## src/rtl/capture_pkg.sv

```systemverilog
// capture_pkg: types and constants shared by the capture sequencer.
//   state_t       - sequencer state (IDLE, ARMED, CAPTURE, SKIP)
//   PIX_W         - pixel data width
//   FRAME_COUNT_W - width of the completed-capture counter
//   DEC_W         - width of the frame-decimation count
package capture_pkg;

    localparam int PIX_W         = 10;
    localparam int FRAME_COUNT_W = 16;
    localparam int DEC_W         = 4;

    typedef enum logic [1:0] {
        IDLE,
        ARMED,
        CAPTURE,
        SKIP
    } state_t;

endpackage

```

## src/rtl/capture_roi_gate.sv

```systemverilog
// capture_roi_gate: combinational region-of-interest compare.
// Ports:
//   pix_col, pix_line  - coordinates of the current pixel
//   x0, x1             - inclusive column window
//   y0, y1             - inclusive line window
//   in_win             - 1 when the pixel lies inside both windows
// An inverted window (x0>x1 or y0>y1) never matches, so nothing is written.
module capture_roi_gate
    import capture_pkg::*;
#(
    parameter int H = 752,
    parameter int V = 480
) (
    input  logic [$clog2(H)-1:0] pix_col,
    input  logic [$clog2(V)-1:0] pix_line,
    input  logic [$clog2(H)-1:0] x0,
    input  logic [$clog2(H)-1:0] x1,
    input  logic [$clog2(V)-1:0] y0,
    input  logic [$clog2(V)-1:0] y1,
    output logic                 in_win
);

    assign in_win = (pix_col  >= x0) && (pix_col  <= x1) &&
                    (pix_line >= y0) && (pix_line <= y1);

endmodule

```

## src/rtl/capture_sequencer.sv

```systemverilog
// capture_sequencer: sequences frame capture from the camera pixel stream
// into a linear frame-buffer write port.
// Optional build macro: CAPTURE_SEQ_ROI_EN (enables the ROI window; without
// it the ROI ports are ignored and every valid pixel is written).
// Ports:
//   PIXCLK, RST_N       - pixel clock, synchronous active-low reset
//   FRAME_VALID         - raw sensor frame strobe (edges detected internally)
//   PIXEL_VALID, DATA_IN, CURRENT_LINE, CURRENT_COLUMN - pixel stream
//   START, ABORT        - one-cycle capture request / cancel
//   CONTINUOUS, DECIMATE- continuous mode and frames skipped between captures
//   ROI_X0..ROI_Y1      - inclusive capture window (ROI build only)
//   WR_READY            - memory writer accepts the write presented this cycle
//   WR_EN/WR_ADDR/WR_DATA - registered write port
//   BUSY, FRAME_DONE, FRAME_COUNT, OVERFLOW - status
module capture_sequencer
    import capture_pkg::*;
#(
    parameter int H  = 752,
    parameter int V  = 480,
    parameter int AW = $clog2(H*V)
) (
    input  logic                     PIXCLK,
    input  logic                     RST_N,
    input  logic                     FRAME_VALID,
    input  logic                     PIXEL_VALID,
    input  logic [PIX_W-1:0]         DATA_IN,
    input  logic [$clog2(V)-1:0]     CURRENT_LINE,
    input  logic [$clog2(H)-1:0]     CURRENT_COLUMN,
    input  logic                     START,
    input  logic                     CONTINUOUS,
    input  logic [DEC_W-1:0]         DECIMATE,
    input  logic                     ABORT,
    input  logic [$clog2(H)-1:0]     ROI_X0,
    input  logic [$clog2(H)-1:0]     ROI_X1,
    input  logic [$clog2(V)-1:0]     ROI_Y0,
    input  logic [$clog2(V)-1:0]     ROI_Y1,
    input  logic                     WR_READY,
    output logic                     WR_EN,
    output logic [AW-1:0]            WR_ADDR,
    output logic [PIX_W-1:0]         WR_DATA,
    output logic                     BUSY,
    output logic                     FRAME_DONE,
    output logic [FRAME_COUNT_W-1:0] FRAME_COUNT,
    output logic                     OVERFLOW
);

    localparam logic [AW-1:0] ADDR_MAX = AW'(H*V-1);

    state_t             state;
    logic               prev_fv;
    logic [AW-1:0]      addr_cnt;
    logic [DEC_W-1:0]   skip_cnt;
    logic               in_win;
    logic               rise;
    logic               fall;

    assign rise = FRAME_VALID && !prev_fv;
    assign fall = !FRAME_VALID && prev_fv;

`ifdef CAPTURE_SEQ_ROI_EN
    capture_roi_gate #(.H(H), .V(V)) u_roi (
        .pix_col  (CURRENT_COLUMN),
        .pix_line (CURRENT_LINE),
        .x0       (ROI_X0),
        .x1       (ROI_X1),
        .y0       (ROI_Y0),
        .y1       (ROI_Y1),
        .in_win   (in_win)
    );
`else
    logic unused_roi;
    assign unused_roi = ^{ROI_X0, ROI_X1, ROI_Y0, ROI_Y1, CURRENT_LINE, CURRENT_COLUMN};
    assign in_win     = 1'b1;
`endif

    always_ff @(posedge PIXCLK) begin
        if (!RST_N) begin
            state       <= IDLE;
            prev_fv     <= 1'b1;   // a frame already running at reset is not a rise
            addr_cnt    <= '0;
            skip_cnt    <= '0;
            WR_EN       <= 1'b0;
            WR_ADDR     <= '0;
            WR_DATA     <= '0;
            BUSY        <= 1'b0;
            FRAME_DONE  <= 1'b0;
            FRAME_COUNT <= '0;
            OVERFLOW    <= 1'b0;
        end else begin
            prev_fv    <= FRAME_VALID;
            WR_EN      <= 1'b0;
            FRAME_DONE <= 1'b0;

            if (ABORT) begin
                // Cancels everything, including a pixel accepted this cycle.
                state <= IDLE;
                BUSY  <= 1'b0;
            end else begin
                case (state)
                    IDLE: begin
                        if (START) begin
                            state    <= ARMED;
                            BUSY     <= 1'b1;
                            OVERFLOW <= 1'b0;
                        end
                    end
                    ARMED: begin
                        if (rise) begin
                            state    <= CAPTURE;
                            addr_cnt <= '0;
                        end
                    end
                    CAPTURE: begin
                        if (PIXEL_VALID && in_win) begin
                            WR_EN    <= 1'b1;
                            WR_ADDR  <= addr_cnt;
                            WR_DATA  <= DATA_IN;
                            // Saturate rather than wrap onto the start of the buffer.
                            if (addr_cnt != ADDR_MAX)
                                addr_cnt <= addr_cnt + 1'b1;
                        end
                        if (fall) begin
                            FRAME_DONE  <= 1'b1;
                            FRAME_COUNT <= FRAME_COUNT + 1'b1;
                            if (!CONTINUOUS) begin
                                state <= IDLE;
                                BUSY  <= 1'b0;
                            end else if (DECIMATE == '0) begin
                                state <= ARMED;
                            end else begin
                                state    <= SKIP;
                                skip_cnt <= DECIMATE;
                            end
                        end
                    end
                    SKIP: begin
                        if (fall) begin
                            skip_cnt <= skip_cnt - 1'b1;
                            if (skip_cnt == DEC_W'(1))
                                state <= ARMED;
                        end
                    end
                    default: begin
                        state <= IDLE;
                        BUSY  <= 1'b0;
                    end
                endcase
            end

            // A write presented while the writer is stalled is lost. Placed last
            // so a drop in the same cycle as a START still registers.
            if (WR_EN && !WR_READY)
                OVERFLOW <= 1'b1;
        end
    end

endmodule

```

## config.mk

```make
export PLATFORM = sky130hd
export DESIGN_NAME = capture_sequencer
export DESIGN_NICKNAME = d
export VERILOG_FILES = /design/src/rtl/capture_pkg.sv /design/src/rtl/capture_roi_gate.sv /design/src/rtl/capture_sequencer.sv
export SDC_FILE = /design/constraint.sdc
export NUM_CORES = 1
export LEC_CHECK = 0
export ABC_CLOCK_PERIOD_IN_PS = 2500
export CAP_MARGIN = 20
export CORE_MARGIN = 5
export CORE_UTILIZATION = 30
export CTS_CLUSTER_SIZE = 16
export DETAILED_ROUTE_END_ITERATION = 8
export MAX_ROUTING_LAYER = met4
export PLACE_DENSITY = 0.54
export SLEW_MARGIN = 10
export SYNTH_ARGS = -nofsm -noshare
export SYNTH_HDL_FRONTEND = slang
export SYNTH_SLANG_ARGS = --single-unit
```

## constraint.sdc

```tcl
create_clock -name PIXCLK -period 2.5 [get_ports PIXCLK]
set_input_delay 0.375 -clock PIXCLK [delete_from_list [all_inputs] [get_ports PIXCLK]]
set_output_delay 0.375 -clock PIXCLK [all_outputs]
set_load 0.02 [all_outputs]
```

# After elaboration in Yosys (flattened, before gate mapping)
# Cells that the tools add are included.
word_totals:
  reg_bits: 75
  inputBits: 79
  output_inout_bits: 49
op_classes:
  n_addsub: 3
  n_eq_ne: 16
  mux: 27
  bitwise_logic: 3
  reduce_logical: 22
ops:
  columns: ["operator", "n"]
  rows:
  - ["$mux 19", 3]
  - ["$pmux 19 s2", 1]
  - ["$ne 2x2->1 const B", 10]
  - ["$add 19x1->19 const B", 1]
  - ["$ne 19x19->1 const B", 1]
  - ["$add 16x1->16 const B", 1]
  - ["$mux 4", 4]
  - ["$mux 2", 7]
  - ["$reduce_and 5->1", 2]
  - ["$reduce_bool 2->1", 5]
  - ["$mux 1", 9]
  - ["$reduce_and 3->1", 3]
  - ["$pmux 2 s4", 1]
  - ["$pmux 4 s2", 1]
  - ["$reduce_and 6->1", 1]
  - ["$eq 2x2->1 const B", 2]
  - ["$eq 4x1->1 const B", 1]
  - ["$logic_not 4->1", 1]
  - ["$reduce_and 4->1", 1]
  - ["$sub 4x1->4 const B", 1]
  - ["$logic_and 1x1->1", 3]
  - ["$logic_not 1->1", 3]
  - ["$not 1->1", 3]
  - ["$reduce_or 3->1", 1]
  - ["other kinds (5)", 5]

# Logic depth before layout (Yosys ltp)
# Gate-level depths: netlist of the first run.
depth:
  depth_word: 5
  mapped_depth: 10

# Worst setup path after synthesis of the first run
# OpenSTA, ideal clock, no wires.
synth_timing:
  kind: "register to register"
  startpoint: "reg state[0]"
  endpoint: "reg addr_cnt[16]"
  setup_time_ns: 0.075
  t_arrival_ns: 1.898
  t_required_ns: 2.425
  setup_slack_ns: 0.528
  stages_incl_launch_ff: 9
  n_path_buf: 1
  period_less_slack_ns: 1.972
  cell_sequence: "dfxtp_1 inv_1 ha_1 buf_6 mux2i_1 a211o_1 a31o_1 or4_1 o22ai_1"
synth_via:
  elab_chain_cells: 3
synth_lines:
  columns: ["element", "line_no", "text"]
  rows:
  - ["from (decl)", "capture_sequencer.sv:49", "state_t state;"]
  - ["from (signal assigned)", "capture_sequencer.sv:78", "state <= IDLE;"]
  - ["from (signal assigned)", "capture_sequencer.sv:96", "state <= IDLE;"]
  - ["from (signal assigned)", "capture_sequencer.sv:102", "state <= ARMED;"]
  - ["$eq 2x2->1 / $eq 2x1->1 (equally long branches)", "capture_sequencer.sv:99", "case (state)"]
  - ["$ne 2x2->1 (no line) / $reduce_bool 2->1 (equally long branches)", null, null]
  - ["$reduce_and 5->1 (no line)", null, null]
  - ["to (signal assigned)", "capture_sequencer.sv:120", "addr_cnt <= addr_cnt + 1'b1;"]
  - ["to (decl)", "capture_sequencer.sv:51", "logic [AW-1:0] addr_cnt;"]
# Several ways; a longest one is shown, not always the timed one.
# A chain may end at the register's enable or synchronous reset.

# Final worst setup path of the first run
layout_timing:
  startpoint: "reg state[0]"
  endpoint: "reg FRAME_COUNT[15]"
layout_via:
  elab_chain_cells: 2
layout_lines:
  columns: ["element", "line_no", "text"]
  rows:
  - ["$eq 2x2->1", "capture_sequencer.sv:99", null]
  - ["$reduce_and 3->1 (no line)", null, null]
  - ["to (signal assigned)", "capture_sequencer.sv:124", "FRAME_COUNT <= FRAME_COUNT + 1'b1;"]
  - ["to (decl)", "capture_sequencer.sv:43", "output logic [FRAME_COUNT_W-1:0] FRAME_COUNT,"]
# No other way between the ends.

==> flow_summary.yaml, run 1 <==
route:
  drt_drc_violations_left: 0
  detailroute.via_count: 3109
  antenna_left: 0
  wl_mm: 8.49
  drt_pre_antenna_iters: 4
  initialDrtViolationCount: 167
  routed_via_density: 4.87
  route.detailed.wl_per_inst_um: 13.3
timing:
  timing_max_transition_violations_final: 0
  unrepaired_setup_endpoints_after_global_routing: "no"
  max_clk_rate_mhz: 442
  max_slew.worst_pin.slew_ns: 0.564
  final_period_minus_worst_setup_slack_ns: 2.26
  report.final.setup_viol: 0
  slew_headroom_pct: 62.3
  worst_hold_slack_ns: 0.451
  fin_worst_skew_ns: 0.00389
  fin_tns_setup_ns: 0
  finalHoldViolations: 0
  finalCritPeriodShare_pct: 90.5
critical_path:
  r2r_start: "state[0]"
  worst_setup_path_startpoint: "state[0]"
  critPathArrivalTime_ns: 2.48
  cp-end-kind: "flop"
  cp_max_fo: 10
  worst_ep_required_time_ns: 2.72
  worstSetupStartpointType: "flop"
  type_of_the_worst_setup_path: "reg -> reg"
pwr:
  static-leakage-power_nw: 1.55
  max-vdd-ir-drop_mv: 0.296
  pwr_density_cell_nw_per_um2: 551
place:
  routabilityCongestion: 0.783
  dpl-instance-area_um2: 4290
  port-buffer-count: 70
  place_hpwl_mm: 6.05
clock_network:
  numCtsBuffers: 9
  cts.clk_slew.worst_paths_ns: 0.06
  post_cts_repair_setup_buffers: 0
  htreeDepth: 3
  cts.hold.buffers_added: 0
  clk-insertion-delay-late_ns: 0.33
  cts_tree: "yes"
  clock_sinks: 75
  clock_tree.buffer_depth: 2
  post_cts.resized_instances: 0
  cts-root-buf: "sky130_fd_sc_hd__clkbuf_16"
logic_synthesis:
  synth_simple_gate_area_share_pct: 27.1
  synth.area.mux_share_pct: 0.877
  yosysWarningCount: 0
  yosysSeqAreaShare_pct: 43.8
  post_syn_nets: 509
  synthXorXnorAreaFrac_pct: 3.58
  syn_area_per_cell_um2: 8.12
  synth.ff_latch_count: 75
  synth_top_family_by_area: "simple AND/OR/NAND/NOR gates"
  synth_compound_area_share_pct: 17.0
  synthCells: 422
  netlist_area_um2: 3430
  synth_fa_ha_area_share_pct: 2.92
  synthFlopType: "sky130_fd_sc_hd__dfxtp_1"
  synth.distinct_cells: 48
  async_flop_share_pct: 0
  synth-edff-count: 0
job:
  max-cap-violations: 0
finish:
  layout_common_cells: "sky130_fd_sc_hd__nand2_1, sky130_fd_sc_hd__dfxtp_1, sky130_fd_sc_hd__clkdlybuf4s50_1"
  final_design_area_no_fill_um2: 4580
  num-fill-cells: 1189
  drive_above_1_share_pct: 9.27
  net_count_final: 578
  diodes: 0
  area_growth_pct: 33.6
  mostFrequentLayoutCell: "sky130_fd_sc_hd__nand2_1"
global_routing:
  vias_in_the_first_global_route: 3023
  grt_first_pass_wirelength_mm: 14.4
  globalRouteTotalUtil_pct: 13.6
  gr-total-overflow: 0
  grt_max_degree: 31
  grt_antenna_before_repair: 0
die:
  io-pin-count: 128
  floorplan.die_area_um2: 13700
  die_width_um: 117
  num_rows: 39
  fp.dieH_um: 117
  start_util_pct: 30.3
  core_um2: 11300
worst_hold_path:
  hold_path_class: "reg -> reg"
  min_from: "WR_DATA[5]"
run_status:
  outcome: "finished clean"
==> cell usage after synthesis (2+ instances only) <==
library cell | count | area share, %
sky130_fd_sc_hd__nand2_1 | 91 | 10
sky130_fd_sc_hd__dfxtp_1 | 75 | 44
sky130_fd_sc_hd__a21oi_1 | 43 | 6.3
sky130_fd_sc_hd__nor2_1 | 34 | 3.7
sky130_fd_sc_hd__nand3_1 | 19 | 2.8
sky130_fd_sc_hd__clkbuf_1 | 15 | 1.6
sky130_fd_sc_hd__xor2_1 | 11 | 2.8
sky130_fd_sc_hd__o21ai_0 | 10 | 1.5
sky130_fd_sc_hd__ha_1 | 8 | 2.9
sky130_fd_sc_hd__inv_1 | 8 | 0.88
sky130_fd_sc_hd__and3_1 | 7 | 1.3
sky130_fd_sc_hd__nand2b_1 | 7 | 1.3
sky130_fd_sc_hd__o221a_2 | 7 | 2.3
sky130_fd_sc_hd__o31ai_1 | 7 | 1.5
sky130_fd_sc_hd__nand4_1 | 6 | 1.1
sky130_fd_sc_hd__o211ai_1 | 6 | 1.3
sky130_fd_sc_hd__nor2b_1 | 5 | 0.91
sky130_fd_sc_hd__or4_1 | 5 | 1.1
sky130_fd_sc_hd__a31oi_1 | 4 | 0.73
sky130_fd_sc_hd__nor3_1 | 4 | 0.58
sky130_fd_sc_hd__or2_2 | 4 | 0.73
sky130_fd_sc_hd__and2_1 | 3 | 0.55
sky130_fd_sc_hd__buf_2 | 3 | 0.44
sky130_fd_sc_hd__buf_6 | 3 | 0.99
sky130_fd_sc_hd__mux2i_1 | 3 | 0.88
sky130_fd_sc_hd__xnor2_1 | 3 | 0.77
sky130_fd_sc_hd__a211o_1 | 2 | 0.51
sky130_fd_sc_hd__and4_1 | 2 | 0.51
sky130_fd_sc_hd__clkbuf_2 | 2 | 0.29
sky130_fd_sc_hd__nor3b_1 | 2 | 0.44
sky130_fd_sc_hd__nor4_1 | 2 | 0.37
sky130_fd_sc_hd__o22ai_1 | 2 | 0.37
sky130_fd_sc_hd__o2bb2ai_1 | 2 | 0.51
sky130_fd_sc_hd__o311a_1 | 2 | 0.58
sky130_fd_sc_hd__or3b_2 | 2 | 0.51
==> final cells by class <==
type / instances / area, µm² / share of cell area [%]
inverters: 9 / 33.8 / 0.738
clock inverters: 7 / 58.8 / 1.28
multi-input cells: 313 / 1770 / 38.6
flip-flops and latches: 75 / 1500 / 32.8
well taps: 143 / 179 / 3.91
repair buffers: 83 / 811 / 17.7
clock buffers: 9 / 225 / 4.92
==> layer usage <==
metal	wire length (µm)	vias to the layer above	share of wire (%)	track usage (%)
met1	4080	1441	48	17.1
met2	3830	59	45	21.0
met4	104	0	1.2	3.98
li1	-	1599	-	-
met3	474	10	5.6	4.27
met5	0	-	0	-
==> metrics by stage <==
step	util, %	setup slack [ns]	total power [mW]	instances
floorplan	-	0.528	1.27	422
global placement	37.9	0.204	1.33	623
detailed placement	37.9	0.168	1.33	623
CTS	40.4	0.197	2.57	639
global route	40.4	0.0313	2.62	639
finish	40.4	0.237	2.52	639
==> flip-flops by register name, indices dropped and copies added (netlist names) <==
signal / flops
WR_EN: 1
skip_cnt: 4
prev_fv: 1
state: 2
FRAME_COUNT: 16
addr_cnt: 19
WR_ADDR: 19
FRAME_DONE: 1
OVERFLOW: 1
BUSY: 1
WR_DATA: 10
==> path summary, 6_finish.rpt <==
kind	endpoint	slack, ns	cells past startpoint
setup reg to reg	FRAME_COUNT[15]	0.24	8
hold reg to reg	WR_DATA[5]	0.45	2
setup / recovery	FRAME_COUNT[15]	0.24	8
hold / removal	WR_DATA[5]	0.45	2
==> power by group <==
group	switching [mW]	total [mW]	internal, mW
combinational	0.0523	0.104	0.0513
sequential	0.00218	1.20	1.20
clock	0.533	1.22	0.685
==> worst max-delay path, cell delays in order (launching register included) <==
cell,delay [ns]
sky130_fd_sc_hd__dfxtp_1,0.33
sky130_fd_sc_hd__inv_1,0.11
sky130_fd_sc_hd__ha_1,0.43
sky130_fd_sc_hd__nor4bb_1,0.31
sky130_fd_sc_hd__buf_4,0.22
sky130_fd_sc_hd__and4_1,0.36
sky130_fd_sc_hd__nand4_1,0.16
sky130_fd_sc_hd__xor2_1,0.17
sky130_fd_sc_hd__nor2_1,0.05
==> cells by family (layout without fill, tap and decap cells) <==
family	after synthesis	count (layout)
AND/OR/NAND/NOR	197	197
multiplexers	3	3
AO/OA/AOI/OAI	91	91
buffers and inverters	34	108
adder cells (fa/ha/maj)	8	8
XOR/XNOR	14	14
flip-flops	75	75
No activity file was read; power rests on OpenSTA's default activity.
==> inputs of run 2 (changes only) <==
Settings changed: ABC_CLOCK_PERIOD_IN_PS 2500 to unset, DONT_BUFFER_PORTS set to 1, PLACE_DENSITY 0.54 to 0.4.
==> flow_summary.yaml, run 2 (synthesis gave the netlist of run 1 again) <==
die:
  num_rows: 39
  io-pin-count: 128
  start_util_pct: 30.3
  floorplan.die_area_um2: 13700
  fp.dieH_um: 117
  die_width_um: 117
  core_um2: 11300
global_routing:
  grt_max_degree: 31
  vias_in_the_first_global_route: 2985
  grt_first_pass_wirelength_mm: 14.9
  top_usage_layer: "met2"
  grt_util_met2_pct: 22.3
  gr-total-overflow: 0
  grt_antenna_before_repair: 0
  globalRouteMet3Util_pct: 4.01
  globalRouteTotalUtil_pct: 14.3
  grt_use_met1_pct: 17.5
timing:
  report.final.setup_viol: 0
  timing_max_transition_violations_final: 0
  fin_worst_skew_ns: 0.00294
  unrepaired_setup_endpoints_after_global_routing: "no"
  finalHoldViolations: 0
  final_period_minus_worst_setup_slack_ns: 2.31
  finalCritPeriodShare_pct: 92.5
  slew_headroom_pct: 70.0
  max_clk_rate_mhz: 432
  max_slew.worst_pin.slew_ns: 0.447
  fin_tns_setup_ns: 0
route:
  routed_via_density: 5.12
  antenna_left: 0
  wl_mm: 8.84
  initialDrtViolationCount: 150
  route.detailed.wl_per_inst_um: 15.6
  drt_pre_antenna_iters: 4
  detailroute.via_count: 2903
  drt_drc_violations_left: 0
finish:
  num-fill-cells: 1224
  layout.core_utilization_pct: 34.2
  final_design_area_no_fill_um2: 3870
  mostFrequentLayoutCell: "sky130_fd_sc_hd__nand2_1"
  area_growth_pct: 12.9
  reg.largest.list: "WR_ADDR (19), addr_cnt (19), FRAME_COUNT (16)"
  diodes: 0
  net_count_final: 507
  layout_common_cells: "sky130_fd_sc_hd__nand2_1, sky130_fd_sc_hd__dfxtp_1, sky130_fd_sc_hd__a21oi_1"
  drive_above_1_share_pct: 9.91
place:
  dpl-instance-area_um2: 3570
  port-buffer-count: 0
  place_hpwl_mm: 6.14
  routabilityCongestion: 0.794
critical_path:
  regToRegEndpoint: "addr_cnt[18]"
  reg2reg_slack_ns: 0.19
  worstSetupStartpointType: "flop"
  cp-end-kind: "flop"
  cp_max_fo: 11
  worst-r2r-cell-count: 8
  type_of_the_worst_setup_path: "reg -> reg"
  r2r_start: "state[0]"
  worst_ep_required_time_ns: 2.74
  worst_setup_path_startpoint: "state[0]"
  critPathArrivalTime_ns: 2.55
worst_hold_path:
  min_path_cells: 1
  sink_of_the_worst_hold_path: "prev_fv"
  hold_path_class: "in -> reg"
  min_from: "RST_N"
clock_network:
  cts.clk_slew.worst_paths_ns: 0.06
  cts.hold.buffers_added: 0
  post_cts.resized_instances: 0
  htreeDepth: 3
  post_cts_repair_setup_buffers: 0
  cts-root-buf: "sky130_fd_sc_hd__clkbuf_16"
  clock_tree.buffer_depth: 2
  clk-insertion-delay-late_ns: 0.33
  clock_sinks: 75
  cts_tree: "yes"
  numCtsBuffers: 9
pwr:
  pwr_density_cell_nw_per_um2: 660
  total_power_mw: 2.55
  max-vdd-ir-drop_mv: 0.346
  static-leakage-power_nw: 1.31
run_status:
  outcome: "finished clean"
job:
  max-cap-violations: 0
[run 2: cell types whose count changed in the layout (fill, tap and decap cells not counted)]
cell	delta
sky130_fd_sc_hd__buf_12	-1
sky130_fd_sc_hd__bufinv_16	+1
sky130_fd_sc_hd__clkbuf_1	+2
sky130_fd_sc_hd__clkbuf_8	+2
sky130_fd_sc_hd__clkdlybuf4s50_1	-70
sky130_fd_sc_hd__clkinv_2	+1
sky130_fd_sc_hd__clkinv_4	-2
sky130_fd_sc_hd__clkinvlp_4	-2
sky130_fd_sc_hd__inv_6	-3
[run 2: final cells by class]
cell class,instances,area (µm²),area share (%)
Timing Repair Buffer,12,90.1,2.33
Tap cell,143,179,4.62
Clock inverter,2,35.0,0.906
Clock buffer,13,260,6.73
Inverter,9,33.8,0.873
Multi-Input combinational cell,313,1770,45.7
Sequential cell,75,1500,38.8
[run 2: worst max-delay path: stages (launching register included)]
cell                       delay (ns)
sky130_fd_sc_hd__dfxtp_1         0.33
sky130_fd_sc_hd__inv_1           0.11
sky130_fd_sc_hd__ha_1            0.35
sky130_fd_sc_hd__buf_4           0.27
sky130_fd_sc_hd__nand3b_4        0.09
sky130_fd_sc_hd__a21o_1          0.17
sky130_fd_sc_hd__a31o_2          0.29
sky130_fd_sc_hd__or2_2           0.37
sky130_fd_sc_hd__o31ai_1         0.24
[run 2: power breakdown]
part	switching [mW]	total, mW	internal [mW]
Sequential	0.00390	1.20	1.20
Combinational	0.0354	0.0547	0.0193
Clock	0.474	1.30	0.821
Total	0.514	2.55	2.04
[run 2: how the worst max path moves through the flow]
| stage | to | slack, ns | depth (start not counted) |
|---|---|---|---|
| after floorplan | addr_cnt[16] | 0.53 | 8 |
| after global placement | addr_cnt[12] | 0.21 | 8 |
| after detailed placement | addr_cnt[12] | 0.18 | 8 |
| after CTS | addr_cnt[18] | 0.16 | 8 |
| after global routing | addr_cnt[12] | 0.01 | 8 |
| final | addr_cnt[18] | 0.19 | 8 |
[run 2: routing by layer]
| metal | routed length [µm] | up-vias | share of wire [%] |
|---|---|---|---|
| met5 | 0 | - | 0 |
| met4 | 121 | 0 | 1.4 |
| met3 | 546 | 10 | 6.2 |
| met2 | 3910 | 58 | 44 |
| met1 | 4250 | 1382 | 48 |
| li1 | - | 1453 | - |
[run 2: stage by stage]
| step | cells | hold slack [ns] | worst slack, ns |
|---|---|---|---|
| 6_report | 567 | 0.135 | 0.187 |
| 5_1_grt | 567 | 0.136 | 0.0126 |
| 4_1_cts | 567 | 0.114 | 0.160 |
| 3_5_place_dp | 552 | 0.457 | 0.181 |
| 3_3_place_gp | 552 | 0.453 | 0.211 |
| 2_1_floorplan | 422 | 0.448 | 0.528 |
==> inputs of run 3 (changes only) <==
Settings changed: PLACE_DENSITY 0.4 to unset, PLACE_DENSITY_LB_ADDON set to 0.12, SKIP_LAST_GASP set to 1.
==> flow_summary.yaml, run 3 (synthesis gave the netlist of run 1 again) <==
timing:
  fin_tns_setup_ns: 0
  finalHoldViolations: 0
  unrepaired_setup_endpoints_after_global_routing: "no"
  finalCritPeriodShare_pct: 87.5
  report.final.setup_viol: 0
  max_clk_rate_mhz: 457
  timing_max_transition_violations_final: 0
  final_period_minus_worst_setup_slack_ns: 2.19
  max_slew.worst_pin.slew_ns: 0.467
  fin_worst_skew_ns: 0.00720
  slew_headroom_pct: 68.6
finish:
  mostFrequentLayoutCell: "sky130_fd_sc_hd__nand2_1"
  net_count_final: 509
  reg.largest.list: "WR_ADDR (19), addr_cnt (19), FRAME_COUNT (16)"
  diodes: 0
  area_growth_pct: 13.5
  drive_above_1_share_pct: 10.8
  num-fill-cells: 1225
  layout_common_cells: "sky130_fd_sc_hd__nand2_1, sky130_fd_sc_hd__dfxtp_1, sky130_fd_sc_hd__a21oi_1"
die:
  floorplan.die_area_um2: 13700
  die_width_um: 117
  core_um2: 11300
  fp.dieH_um: 117
  io-pin-count: 128
  num_rows: 39
  start_util_pct: 30.3
global_routing:
  vias_in_the_first_global_route: 2802
  globalRouteMet3Util_pct: 6.02
  top_usage_layer: "met2"
  grt_use_met1_pct: 17.1
  grt_max_degree: 39
  gr-total-overflow: 0
  globalRouteTotalUtil_pct: 13.9
  grt_util_met2_pct: 20.9
  grt_first_pass_wirelength_mm: 14.4
  grt_antenna_before_repair: 0
worst_hold_path:
  hold_path_class: "in -> reg"
  min_path_cells: 1
  sink_of_the_worst_hold_path: "prev_fv"
  min_from: "RST_N"
clock_network:
  cts.clk_slew.worst_paths_ns: 0.06
  cts_tree: "yes"
  post_cts_repair_setup_buffers: 0
  cts.hold.buffers_added: 0
  cts-root-buf: "sky130_fd_sc_hd__clkbuf_16"
  post_cts.resized_instances: 0
  clock_tree.buffer_depth: 2
  numCtsBuffers: 9
  clk-insertion-delay-late_ns: 0.34
  htreeDepth: 3
  clock_sinks: 75
pwr:
  max-vdd-ir-drop_mv: 0.507
  pwr_density_cell_nw_per_um2: 650
  static-leakage-power_nw: 1.32
  total_power_mw: 2.53
route:
  routed_via_density: 5.06
  drt_drc_violations_left: 0
  route.detailed.wl_per_inst_um: 15.6
  detailroute.via_count: 2886
  wl_mm: 8.87
  initialDrtViolationCount: 187
  drt_pre_antenna_iters: 4
  antenna_left: 0
place:
  routabilityCongestion: 0.792
  port-buffer-count: 0
  place_hpwl_mm: 6.04
run_status:
  outcome: "finished clean"
critical_path:
  r2r_start: "state[0]"
  reg2reg_slack_ns: 0.31
  worstSetupStartpointType: "flop"
  worst_ep_required_time_ns: 2.75
  cp_max_fo: 12
  critPathArrivalTime_ns: 2.43
  cp-end-kind: "flop"
  type_of_the_worst_setup_path: "reg -> reg"
  regToRegEndpoint: "addr_cnt[12]"
  worst-r2r-cell-count: 9
job:
  max-cap-violations: 0
==> run 3: metal layers <==
| layer | wire length (µm) | vias to the layer above |
|---|---|---|
| met1 | 4200 | 1362 |
| met2 | 3970 | 61 |
| li1 | - | 1456 |
| met5 | 0 | - |
| met4 | 106 | 0 |
| met3 | 590 | 7 |
==> run 3: critical path, cell delays in order (launching register included) <==
cell and delay [ns]:
sky130_fd_sc_hd__dfxtp_1 0.33, sky130_fd_sc_hd__inv_1 0.10, sky130_fd_sc_hd__ha_1 0.28, sky130_fd_sc_hd__buf_4 0.21, sky130_fd_sc_hd__nand3b_1 0.08, sky130_fd_sc_hd__nor4_1 0.30, sky130_fd_sc_hd__a31o_2 0.39, sky130_fd_sc_hd__buf_4 0.22
sky130_fd_sc_hd__o211ai_1 0.10, sky130_fd_sc_hd__o31ai_1 0.08
==> run 3: worst max path at each step <==
stage,from,to,depth (start not counted)
final,state[0],addr_cnt[12],9
after detailed placement,state[0],addr_cnt[12],9
after global routing,addr_cnt[0],addr_cnt[16],7
after CTS,state[0],addr_cnt[12],9
after global placement,state[0],addr_cnt[10],9
after floorplan,state[0],addr_cnt[16],8
==> run 3: power by group <==
group / leakage, nW / internal (mW) / switching, mW
clock network: 0.143 / 0.770 / 0.500
registers: 0.604 / 1.20 / 0.00391
logic: 0.571 / 0.0213 / 0.0347
==> run 3: layout make-up <==
| cell class | count | area (µm²) | share of cell area [%] |
|---|---|---|---|
| clock buffers | 11 | 233 | 5.99 |
| clock inverters | 5 | 53.8 | 1.38 |
| inverters | 9 | 33.8 | 0.869 |
| multi-input cells | 313 | 1770 | 45.5 |
| flip-flops and latches | 75 | 1500 | 38.6 |
| well taps | 143 | 179 | 4.60 |
| repair buffers | 14 | 118 | 3.03 |
==> run 3: stage by stage <==
stage | instances | hold WS (ns) | utilization, % | area (µm²) | worst slack (ns)
2_1_floorplan | 422 | 0.448 | - | 3430 | 0.528
3_3_place_gp | 554 | 0.454 | 31.8 | 3600 | 0.217
3_5_place_dp | 554 | 0.467 | 31.8 | 3600 | 0.194
4_1_cts | 570 | 0.107 | 34.3 | 3890 | 0.177
5_1_grt | 570 | 0.114 | 34.3 | 3890 | 0.0778
6_report | 570 | 0.131 | 34.3 | 3890 | 0.312
